## src/rtl/countdown_pkg.sv

```systemverilog
// Shared FSM state type, BCD limits and BCD step helpers for countdown_ctrl.
package countdown_pkg;

    typedef enum logic [1:0] {IDLE, RUN, PAUSE, RING} state_t;

    localparam logic [7:0] SEC_MAX = 8'h59;
    localparam logic [7:0] MIN_MAX = 8'h99;

    // Two-digit BCD increment that wraps from lim back to 00.
    function automatic logic [7:0] bcd_inc(input logic [7:0] v, input logic [7:0] lim);
        if (v == lim)
            return 8'h00;
        if (v[3:0] == 4'd9)
            return {v[7:4] + 4'd1, 4'd0};
        return v + 8'd1;
    endfunction

    // Two-digit BCD decrement; 00 wraps to lim, x0 borrows to (x-1)9.
    function automatic logic [7:0] bcd_dec(input logic [7:0] v, input logic [7:0] lim);
        if (v == 8'h00)
            return lim;
        if (v[3:0] == 4'd0)
            return {v[7:4] - 4'd1, 4'd9};
        return v - 8'd1;
    endfunction

endpackage

```

## src/rtl/tick_gen.sv

```systemverilog
// One-second prescaler: counts 0..CLK_HZ-1 while en, tick is high on the last count.
module tick_gen #(
    parameter int CLK_HZ = 12000000
) (
    input  logic CLK,
    input  logic RST_N,
    input  logic clr,
    input  logic en,
    output logic tick
);

    localparam int W = (CLK_HZ > 1) ? $clog2(CLK_HZ) : 1;
    localparam logic [W-1:0] LAST = W'(CLK_HZ - 1);

    logic [W-1:0] cnt;

    always_ff @(posedge CLK) begin
        if (!RST_N || clr)
            cnt <= '0;
        else if (en)
            cnt <= (cnt == LAST) ? '0 : cnt + W'(1);
    end

    assign tick = en && (cnt == LAST);

endmodule

```

## src/rtl/countdown_ctrl.sv

```systemverilog
// Kitchen-timer style countdown controller (IDLE/RUN/PAUSE/RING) with BCD display.
// Define COUNTDOWN_AUTOSILENCE_EN to end RING automatically after ALARM_SECS seconds.
module countdown_ctrl
    import countdown_pkg::*;
#(
    parameter int CLK_HZ     = 12000000,
    parameter int ALARM_SECS = 10
) (
    input  logic       CLK,
    input  logic       RST_N,
    input  logic       START,
    input  logic       STOP,
    input  logic       SET_MIN,
    input  logic       SET_SEC,
    output logic [7:0] MIN_BCD,
    output logic [7:0] SEC_BCD,
    output logic       ALARM_EN,
    output logic       RUNNING
);

    state_t     state, nxt;
    logic [7:0] pre_min, pre_sec, live_min, live_sec;
    logic [7:0] nxt_pre_min, nxt_pre_sec, nxt_live_min, nxt_live_sec;
    logic       tick, ring_done;

    // Any state change restarts the second so the first one after entry is full length.
    tick_gen #(.CLK_HZ(CLK_HZ)) u_tick (
        .CLK  (CLK),
        .RST_N(RST_N),
        .clr  (nxt != state),
        .en   (state == RUN || state == RING),
        .tick (tick)
    );

`ifdef COUNTDOWN_AUTOSILENCE_EN
    localparam int RING_W = $clog2(ALARM_SECS + 1);
    logic [RING_W-1:0] ring_cnt;

    always_ff @(posedge CLK) begin
        if (!RST_N || state != RING)
            ring_cnt <= '0;
        else if (tick)
            ring_cnt <= ring_cnt + RING_W'(1);
    end

    assign ring_done = tick && (ring_cnt == RING_W'(ALARM_SECS - 1));
`else
    assign ring_done = 1'b0;
`endif

    always_comb begin
        nxt          = state;
        nxt_pre_min  = pre_min;
        nxt_pre_sec  = pre_sec;
        nxt_live_min = live_min;
        nxt_live_sec = live_sec;
        if (STOP) begin
            nxt = IDLE;
        end else begin
            case (state)
                IDLE: begin
                    if (START) begin
                        if ({pre_min, pre_sec} != 16'h0000) begin
                            nxt          = RUN;
                            nxt_live_min = pre_min;
                            nxt_live_sec = pre_sec;
                        end
                    end else begin
                        if (SET_MIN) nxt_pre_min = bcd_inc(pre_min, MIN_MAX);
                        if (SET_SEC) nxt_pre_sec = bcd_inc(pre_sec, SEC_MAX);
                    end
                end
                RUN: begin
                    if (START) begin
                        nxt = PAUSE;
                    end else if (tick) begin
                        if (live_min == 8'h00 && live_sec == 8'h01) begin
                            nxt_live_sec = 8'h00;
                            nxt          = RING;
                        end else if (live_sec == 8'h00) begin
                            nxt_live_sec = SEC_MAX;
                            nxt_live_min = bcd_dec(live_min, MIN_MAX);
                        end else begin
                            nxt_live_sec = bcd_dec(live_sec, SEC_MAX);
                        end
                    end
                end
                PAUSE: if (START) nxt = RUN;
                RING:  if (START || ring_done) nxt = IDLE;
                default: nxt = IDLE;
            endcase
        end
    end

    // Outputs are registered from the next-state values so they track the state exactly.
    always_ff @(posedge CLK) begin
        if (!RST_N) begin
            state    <= IDLE;
            pre_min  <= 8'h00;
            pre_sec  <= 8'h00;
            live_min <= 8'h00;
            live_sec <= 8'h00;
            MIN_BCD  <= 8'h00;
            SEC_BCD  <= 8'h00;
            ALARM_EN <= 1'b0;
            RUNNING  <= 1'b0;
        end else begin
            state    <= nxt;
            pre_min  <= nxt_pre_min;
            pre_sec  <= nxt_pre_sec;
            live_min <= nxt_live_min;
            live_sec <= nxt_live_sec;
            MIN_BCD  <= (nxt == IDLE) ? nxt_pre_min : nxt_live_min;
            SEC_BCD  <= (nxt == IDLE) ? nxt_pre_sec : nxt_live_sec;
            ALARM_EN <= (nxt == RING);
            RUNNING  <= (nxt == RUN);
        end
    end

endmodule

```

## config.mk

```make
export PLATFORM = sky130hd
export DESIGN_NAME = countdown_ctrl
export DESIGN_NICKNAME = d
export VERILOG_FILES = /design/src/rtl/countdown_pkg.sv /design/src/rtl/tick_gen.sv /design/src/rtl/countdown_ctrl.sv
export SDC_FILE = /design/constraint.sdc
export NUM_CORES = 1
export LEC_CHECK = 0
export ABC_AREA = 1
export CAP_MARGIN = 10
export CORE_MARGIN = 1
export CORE_UTILIZATION = 31
export CTS_BUF_LIST = sky130_fd_sc_hd__clkbuf_8
export DETAILED_ROUTE_END_ITERATION = 8
export DONT_BUFFER_PORTS = 1
export MAX_ROUTING_LAYER = met4
export PLACE_DENSITY_LB_ADDON = 0.25
export SYNTH_ARGS = -nofsm -noshare
export SYNTH_HDL_FRONTEND = slang
export SYNTH_SLANG_ARGS = --single-unit
```

## constraint.sdc

```tcl
create_clock -name CLK -period 2.14 [get_ports CLK]
set_input_delay 0.428 -clock CLK [delete_from_list [all_inputs] [get_ports CLK]]
set_output_delay 0.428 -clock CLK [all_outputs]
set_load 0.01 [all_outputs]
```

==> results of run 1 <==
[sequential cells by signal, summed over array words and instances, names as in the netlist]
signal / count
ALARM_EN: 1
u_tick.cnt: 24
live_min: 8
pre_sec: 8
SEC_BCD: 8
live_sec: 8
RUNNING: 1
MIN_BCD: 8
state: 2
pre_min: 8
[Yosys cell counts]
cell type | n | area (um2)
nor2_2 | 23 | 143.9
buf_4 | 1 | 7.510
a22oi_1 | 1 | 7.510
nand4_1 | 14 | 87.58
o21a_1 | 1 | 7.510
nor4_1 | 6 | 37.54
a21boi_0 | 1 | 7.510
clkinv_1 | 3 | 11.26
nand3_2 | 1 | 10.01
a21oi_1 | 23 | 115.1
inv_1 | 125 | 469.2
ha_1 | 17 | 212.7
nand2_2 | 4 | 25.02
nand3b_1 | 4 | 30.03
nor2_4 | 2 | 22.52
o21ai_0 | 30 | 150.1
inv_2 | 3 | 11.26
clkbuf_1 | 12 | 45.04
buf_2 | 6 | 30.03
buf_6 | 3 | 33.78
nor2_1 | 81 | 304.0
nand3b_4 | 1 | 20.02
nand3_1 | 124 | 620.6
o21ai_1 | 4 | 20.02
o211ai_1 | 3 | 22.52
o22ai_1 | 1 | 6.260
o31ai_1 | 2 | 15.01
buf_1 | 2 | 7.510
nor3_1 | 20 | 100.1
o22a_1 | 1 | 8.760
xor2_1 | 14 | 122.6
nand2_1 | 234 | 878.3
o21bai_1 | 2 | 15.01
or2_2 | 3 | 18.77
dfxtp_1 | 76 | 1521
[cell families after synthesis]
| kind of cell | after synthesis | share of synthesized area |
|---|---|---|
| adder cells (fa/ha/maj) | 17 | 0.04133 |
| AND/OR/NAND/NOR | 517 | 0.4466 |
| buffers and inverters | 155 | 0.1196 |
| flip-flops | 76 | 0.2956 |
| XOR/XNOR | 14 | 0.02383 |
| AO/OA/AOI/OAI | 69 | 0.07294 |
[stage by stage]
| step | setup TNS (ps) | util | cell area (um2) | setup WS, ps |
|---|---|---|---|---|
| 6_report | 0 | 0.3996 | 6416 | 90.39 |
| 5_1_grt | -512.1 | 0.3996 | 6416 | -47.32 |
| 4_1_cts | 0 | 0.3778 | 6067 | 7.083 |
| 3_5_place_dp | 0 | 0.3648 | 5858 | 27.88 |
| 3_3_place_gp | 0 | 0.3648 | 5858 | 30.14 |
| 2_1_floorplan | 0 | - | 5146 | 150.1 |
[path summary, 6_finish.rpt]
path / from / to / cells past startpoint
worst max-delay path: pre_sec[1] / u_tick.cnt[0] / 14
worst min-delay path: RST_N / SEC_BCD[0] / 2
worst max register to register: pre_sec[1] / u_tick.cnt[0] / 14
worst min register to register: live_min[5] / live_min[5] / 2
[critical path: cells and delay by family (launching register included)]
family,cells,cell delay (ps)
AO/OA/AOI/OAI,1,150
adder cells (fa/ha/maj),1,140
buffers and inverters,5,600
flip-flops,1,330
AND/OR/NAND/NOR,7,780
[power by group through the flow]
stage	clock (mW)	sequential, mW	combinational, mW
after floorplan	0	1.52	0.454
after global placement	0	1.53	0.650
after detailed placement	0	1.53	0.650
after CTS	1.25	1.49	0.653
after global routing	1.30	1.50	0.826
final	1.22	1.49	0.732
[area by class of cell]
class | instances | area [um2]
sequential | 76 | 1526
multi-input combinational | 617 | 3244
timing repair buffer | 79 | 671.9
inverter | 131 | 494.2
clock buffer | 13 | 178.9
tap | 216 | 270.3
clock inverter | 1 | 30.03
fill | 1777 | 9642
[cell usage in the layout (no fill, tap or decap), types with 5 or more instances in the layout]
master    instances
a21oi_1          23
nand3_1         121
nor3_1           18
xor2_1           14
inv_2             6
nand2_2           9
nor2_1           70
clkbuf_8         13
buf_6             5
buf_4            70
nand4_1          14
nor4_1            6
nand2_1         227
dfxtp_1          72
inv_1           121
nor2_4           18
o21ai_0          29
ha_1             15
nor2_2           18
[per-layer routing]
metal / vias up / share of wire / GRT usage
li1: 2818 / - / -
met1: 2375 / 0.48 / 0.2303
met2: 79 / 0.47 / 0.2947
met3: 16 / 0.032 / 0.03339
met4: 0 / 0.014 / 0.06761
met5: - / 0 / -
[repair_timing]
action / 4_1_cts / 5_1_grt
resized for setup: 0 / 68
buffers inserted: 0 / 4
endpoints found under the setup margin: 0 / 51
==> metrics.txt, run 1 <==
max-cap viol count 0; Post-route DRC 0; clk_skew 11.51 ps; wire length per cell 12.97 um; setup violators final 0; crit path DAT 2360 ps; FF+latch count, synth 76; Area Overhead vs Synth 24.68%; CP Data Required Time 2450 ps; share of cells above drive strength 1 0.1821; Total Nets Final 937; Mapped Cells 848; Critical Path, Cell by Cell inv_2 > ha_4 > nand2_4 > nor3_4 > nand3b_1 > buf_6 > o21ai_4 > buf_6 > inv_2 > nand2_2 > nand3_2 > nand3b_4 > clkbuf_16 > nor2_4; I/O Pins 24; DRT iter0 DRCs 354; switching power 1.042 mW; Power Density 536.2 nW/um2; Int Pwr 2.399 mW; max incr delay on CP 330 ps; CTS Root Cell clkbuf_8; Num CTS Buffers 9; CP max FO 6; routed vias/inst 4.667; Final Critical Period 2050 ps; Worst-path clk slew 70 ps; CP Class register to register; antenna viol nets, final 0; initial antenna violation count 0; aggregate global routing overflow 0; sequential share of power 0.434; period utilisation layout 0.9578; RSZ-0062 raised after global routing true; Port Buffers 0; fmax 487.9 MHz; first-pass GRT wire length 23,830 um; hpwl dp 11,010 um; die height 130.8 um; final hold slack 189.0 ps; CTS H-tree depth 3; Vias 5,288; CP endpoint kind register; worst-margin pin slew 531.8 ps; Final Slew Violations 0; Initial Util 0.3205; Syn Nets 871; Antenna diodes 0; largest net degree at the start of global routing 25; Post-Syn Area 5146 um2; routed wire length 14,690 um; Synth warnings 0; Worst-Skew Late Latency 380 ps; cell row count 46; Max transition margin 0.6451; cts hold-fix bufs 0; Worst path slowest cell dfxtp_2; die area 17,120 um2; Critical Path Start Type register; clk sinks 76; P_leak 2.993 nW; final hold viol count 0; power share of the clock group 0.353; placed insts 1,112; non-filler cells in the finished layout 1,133; First-pass DRT Iterations 5; GP Congestion 0.8561; Seq/Total Area, Yosys 0.2956; Sw Share 0.3027; r2r setup slk 90 ps; unique cell type count in the Yosys netlist 35; Worst Hold Class input port to register; Die Width 130.8 um; CTS tree built; core area 16,060 um2; GRT Util Overall 0.1840; total power 3.441 mW; vias in the first global route 5,022; Worst VDD drop 0.0003428 V; Syn Area/Cell 6.069 um2; status finished clean; Longest Clk Path Bufs 2; combinational share of power 0.213
Power figures use the tool's default switching activity.
==> run 2: changes to the inputs <==
GPL_TIMING_DRIVEN = 0   (was default)
TNS_END_PERCENT = 1   (was default)
==> metrics.txt, run 2 (synthesis results as in run 1) <==
most frequent cells in the layout nand2_1, nand3_1, inv_1, nor2_1, dfxtp_1; crit path DAT 2470 ps (+110 ps); Fillers 1,784 (+0.39%); Power Density 539.9 nW/um2 (+0.68%); max FFs per register 24 (unchanged); total negative slack -645.4 ps (-645.4 ps); DRT iter0 DRCs 361 (+2.0%); Total Nets Final 916 (-2.2%); P_leak 2.830 nW (-5.5%); setup violators final 21 (+21); I/O Pins 24 (unchanged); Worst-Skew Late Latency 390 ps (about the same); GRT Util Overall 0.1962 (+0.01218); Reg2Reg Depth 17 (+3); final hold viol count 0 (unchanged); GP Congestion 0.8945 (+4.5%); RSZ-0062 raised after global routing true; fmax 456.1 MHz (-6.5%); Vias 5,337 (+0.93%); antenna viol nets, final 0 (unchanged); sequential share of power 0.447 (+0.013); Worst-path clk slew 90 ps (+20 ps); failing checks negative setup slack; total power 3.344 mW (-2.8%); share of cells above drive strength 1 0.1826 (+0.0005125); Area Overhead vs Synth 20.35%; Final Critical Period 2193 ps (+143.0 ps); Most flops, register u_tick.cnt; placed instance area 5416 um2 (-7.5%); routed wire length 15,560 um (+5.9%); Num CTS Buffers 9 (unchanged); routed vias/inst 4.791 (+2.6%); Max transition margin 0.5743 (-0.07078); CTS tree built; die height 130.8 um (unchanged); Antenna diodes 0 (unchanged); largest net degree at the start of global routing 16 (-36%); Post-route DRC 0 (unchanged); Longest Clk Path Bufs 2 (unchanged); commonest non-fill, non-tap cell in the layout nand2_1; initial antenna violation count 0 (unchanged); die area 17,120 um2 (unchanged); hpwl dp 11,390 um (+3.4%); Final Cell Area 6193 um2 (-3.5%); aggregate global routing overflow 0 (unchanged); Critical Path Start Type register; First-pass DRT Iterations 5 (unchanged); max incr delay on CP 370 ps (+40 ps); CTS H-tree depth 3 (unchanged); core area 16,060 um2 (unchanged); Worst path slowest cell dfxtp_2; period utilisation layout 1.025 (+0.06683); CP max FO 5 (-1); clk_skew 14.85 ps (+3.344 ps); worst-margin pin slew 638.5 ps (+106.8 ps); Worst VDD drop 0.0003960 V (+16%); CP Data Required Time 2420 ps (-30 ps); switching power 1.151 mW (+11%); Final Slew Violations 0 (unchanged); Worst Hold Class input port to register; clk sinks 76 (unchanged); Die Width 130.8 um (unchanged); vias in the first global route 5,057 (+0.70%); Port Buffers 0 (unchanged); CTS Root Cell clkbuf_8; Hold Crit Depth 3 (+1); cell row count 46 (unchanged); max-cap viol count 0 (unchanged); Initial Util 0.3205 (unchanged); Int Pwr 2.192 mW (-8.6%); Critical Path, Cell by Cell ha_4 > nand2_2 > inv_2 > nand3_4 > nor2_4 > nand2_2 > o21ai_2 > nand2_1 > o21ai_1 > nand2_1 > buf_6 > inv_4 > nand2_4 > nand3b_4 > buf_6 > clkbuf_16 > nor2_2; wire length per cell 13.96 um (+7.7%); power share of the clock group 0.330 (-0.023); CP Class register to register; status finished with violations; dpl ws -477.3 ps (-505.1 ps); Sw Share 0.3443 (+0.04159); CP endpoint kind register; Final WS setup -52.63 ps (-143.0 ps); first-pass GRT wire length 25,210 um (+5.8%); combinational share of power 0.222 (+0.009)
-- run 2: cell types whose count changed in the layout (fill, tap and decap cells not counted), sizes merged --
cell and delta:
buf -32, bufinv -1, bufbuf +1, clkinv +4, clkbuf +7, inv +2
-- run 2: power groups by stage --
stage	registers, mW	logic, mW	clock network (mW)
2_1_floorplan	1.52	0.454	0
3_3_place_gp	1.53	0.593	0
3_5_place_dp	1.53	0.591	0
4_1_cts	1.50	0.660	1.14
5_1_grt	1.50	0.829	1.19
6_report	1.50	0.743	1.10
-- run 2: area by class of cell --
cell class | instances | area (um2) | area share
multi-input cells | 617 | 3223 | 0.5204
flip-flops and latches | 76 | 1558 | 0.2515
inverters | 131 | 494.2 | 0.07980
repair buffers | 35 | 316.6 | 0.05111
well taps | 216 | 270.3 | 0.04364
plain buffers | 23 | 146.4 | 0.02364
clock buffers | 10 | 137.6 | 0.02222
clock inverters | 6 | 47.55 | 0.007677
-- run 2: worst paths after layout --
path | start | endpoint | slack (ps)
hold reg to reg | live_min[5] | live_min[5] | 510
hold / removal | SET_SEC | pre_sec[4] | 310
setup reg to reg | u_tick.cnt[1] | u_tick.cnt[8] | -50
setup / recovery | u_tick.cnt[1] | u_tick.cnt[8] | -50
-- run 2: timing repair --
action / CTS / global route
pin swaps: 6 / 13
buffers inserted: 13 / 20
gates cloned: 1 / 1
endpoints found under the setup margin: 59 / 57
resized for setup: 32 / 68
hold endpoints to repair: 0 / 0
hold buffers: 0 / 0
-- run 2: critical path, delay by kind of cell (launching register included) --
kind	cells	cell delay [ps]
AND/OR/NAND/NOR	9	720
adder cells (fa/ha/maj)	1	150
buffers and inverters	5	600
AO/OA/AOI/OAI	2	230
flip-flops	1	370
-- run 2: routing by layer --
layer  wire [um]  share of wire  GRT usage
met1        7243           0.47     0.2403
met2        7545           0.49     0.3249
met3         544          0.035    0.03461
met4         221          0.014    0.06491
met5           0              0          -
-- run 2: metrics by stage --
stage | hold WS [ps] | utilization | std cells
3_3_place_gp | 479.2 | 0.3373 | 1064
4_1_cts | 315.0 | 0.3619 | 1093
2_1_floorplan | 467.6 | - | 848
6_report | 311.0 | 0.3857 | 1114
5_1_grt | 363.6 | 0.3857 | 1114
3_5_place_dp | 484.6 | 0.3373 | 1064
==> run 3: changes to the inputs <==
CORE_UTILIZATION = 30   (was 31)
DONT_BUFFER_PORTS = default   (was 1)
==> metrics.txt, run 3 (synthesis results as in run 1) <==
status finished clean; Met2 Wirelength 7861 um (+4.2%); switching power 1.136 mW (-1.3%); Worst-Skew Late Latency 380 ps (about the same); Vias 5,480 (+2.7%); final hold viol count 0 (unchanged); Int Pwr 2.214 mW (+0.98%); Area Overhead vs Synth 28.79%; Initial Util 0.3092 (-0.01125); DRT iter0 DRCs 349 (-3.3%); I/O Pins 24 (unchanged); Critical Path Start Type register; most frequent cells in the layout nand2_1, nand3_1, inv_1, nor2_1, dfxtp_1; Num CTS Buffers 9 (unchanged); Longest Clk Path Bufs 2 (unchanged); RSZ-0062 raised after global routing true; Fillers 1,784 (unchanged); top sig layer met4; GP Congestion 0.8954 (+0.10%); P_leak 3.032 nW (+7.2%); clk sinks 76 (unchanged); setup violators final 0 (-100%); Worst Hold Class register to register; cts hold-fix bufs 0 (unchanged); initial antenna violation count 0 (unchanged); Power Density 505.4 nW/um2 (-6.4%); vias in the first global route 5,158 (+2.0%); Most flops, register u_tick.cnt; Crit. Startpoint u_tick.cnt[1]; met3 wire len 510 um (-6.3%); fmax 473.6 MHz (+3.8%); power share of the clock group 0.314 (-0.016); die height 133.0 um (+1.6%); routed vias/inst 4.782 (-0.19%); CTS Root Cell clkbuf_8; largest net degree at the start of global routing 14 (-2); die area 17,680 um2 (+3.3%); Antenna diodes 0 (unchanged); CP max FO 7 (+2); antenna viol nets, final 0 (unchanged); final hold slack 522.6 ps (+211.6 ps); Final Util 0.3982 (+0.01255); dpl ws -625.2 ps (-147.9 ps); Total Nets Final 944 (+3.1%); hold path startpoint live_sec[5]; core area 16,640 um2 (+3.6%); CP endpoint kind register; Port Buffers 22 (+22); clk_skew 15.48 ps (+0.6333 ps); Die Width 133.0 um (+1.6%); CTS tree built; wire length per cell 13.86 um (-0.72%); crit path DAT 2380 ps (-90 ps); CTS H-tree depth 3 (unchanged); Final WS setup 28.48 ps (+81.11 ps); sequential share of power 0.443 (-0.004); r2r setup slk 30 ps (+80 ps); worst reg2reg path startpoint u_tick.cnt[1]; non-filler cells in the finished layout 1,146 (+2.9%); FF/Latch Area 1560 um2 (+0.16%); footprint of the multi-input gates 3349 um2 (+3.9%); placed insts 1,090 (+2.4%); Met1 Wirelength 7159 um (-1.2%); combinational share of power 0.243 (+0.021); period utilisation layout 0.9867 (-0.03790); aggregate global routing overflow 0 (unchanged); share of cells above drive strength 1 0.2181 (+0.03551); max FFs per register 24 (unchanged); commonest non-fill, non-tap cell in the layout nand2_1; cell row count 47 (+2.2%); worst-margin pin slew 676.5 ps (+37.93 ps); CP Data Required Time 2410 ps (about the same); total power 3.350 mW (+0.18%); Final Critical Period 2112 ps (-81.11 ps); Worst-path clk slew 90 ps (about the same); First-pass DRT Iterations 5 (unchanged); routed wire length 15,890 um (+2.1%); Max transition margin 0.5490 (-0.02529); Worst VDD drop 0.0003327 V (-16%); Final Slew Violations 0 (unchanged); hpwl dp 11,620 um (+2.0%); first-pass GRT wire length 25,570 um (+1.5%); Post-route DRC 0 (unchanged); Sw Share 0.3391 (-0.005191); max-cap viol count 0 (unchanged); GRT Util Overall 0.1889 (-0.007317); CP Class register to register
[run 3: changes by cell type in the layout (fill, tap and decap cells not counted), sizes merged]
cell           previous run  this run
inv                     130       131
clkdlybuf4s50             0        21
buf                      45        49
clkinv                    7         5
clkinvlp                  0         1
dlymetal6s2s              0         1
clkbuf                   22        25
bufbuf                    1         0
[run 3: area by class of cell]
type                       instances  area share
multi-input combinational        617      0.5054
timing repair buffer              62     0.08873
sequential                        76      0.2354
inverter                         131     0.07589
tap                              220     0.04153
buffer                            24     0.02643
clock inverter                     6    0.005852
clock buffer                      10     0.02077
[run 3: final timing paths]
path / endpoint / depth (start not counted)
hold / removal: live_sec[5] / 2
setup / recovery: u_tick.cnt[10] / 16
setup reg to reg: u_tick.cnt[10] / 16
hold reg to reg: live_sec[5] / 2
[run 3: metal layers]
layer / vias up / GRT usage
met5: - / -
met4: 0 / 0.06513
met3: 34 / 0.03448
met2: 86 / 0.3205
met1: 2521 / 0.2227
li1: 2839 / -
[run 3: power groups by stage]
| stage | clock, mW | combinational (mW) | sequential (mW) |
|---|---|---|---|
| 3_3_place_gp | 0 | 0.650 | 1.52 |
| 4_1_cts | 1.10 | 0.733 | 1.49 |
| 3_5_place_dp | 0 | 0.649 | 1.52 |
| 6_report | 1.05 | 0.814 | 1.48 |
| 2_1_floorplan | 0 | 0.454 | 1.52 |
| 5_1_grt | 1.14 | 0.912 | 1.49 |
[run 3: per-stage QoR]
| step | setup TNS (ps) | instance area [um2] |
|---|---|---|
| floorplan | 0 | 5146 |
| global placement | -26820 | 5642 |
| detailed placement | -25860 | 5642 |
| CTS | -10.82 | 6131 |
| global route | -2371 | 6628 |
| finish | 0 | 6628 |
[run 3: timing repair]
item                       in CTS  in global routing
buffers inserted               16                 22
gates resized for setup        57                 97
cloned                          1                  1
pin swaps                       6                 15
setup endpoints to repair      60                 58
[run 3: critical path, stage by stage, from the launching register on]
cell and delay (ps):
dfxtp_2 360, ha_4 150, nand2_2 60, inv_2 100, nand3_4 90, nor2_4 110
nand2_2 80, o21ai_1 130, nand2_1 70, o21ai_1 90, nand2_1 110, buf_6 150
inv_4 50, nand2_2 50, nand3b_4 190, clkbuf_16 200, nor2_2 30
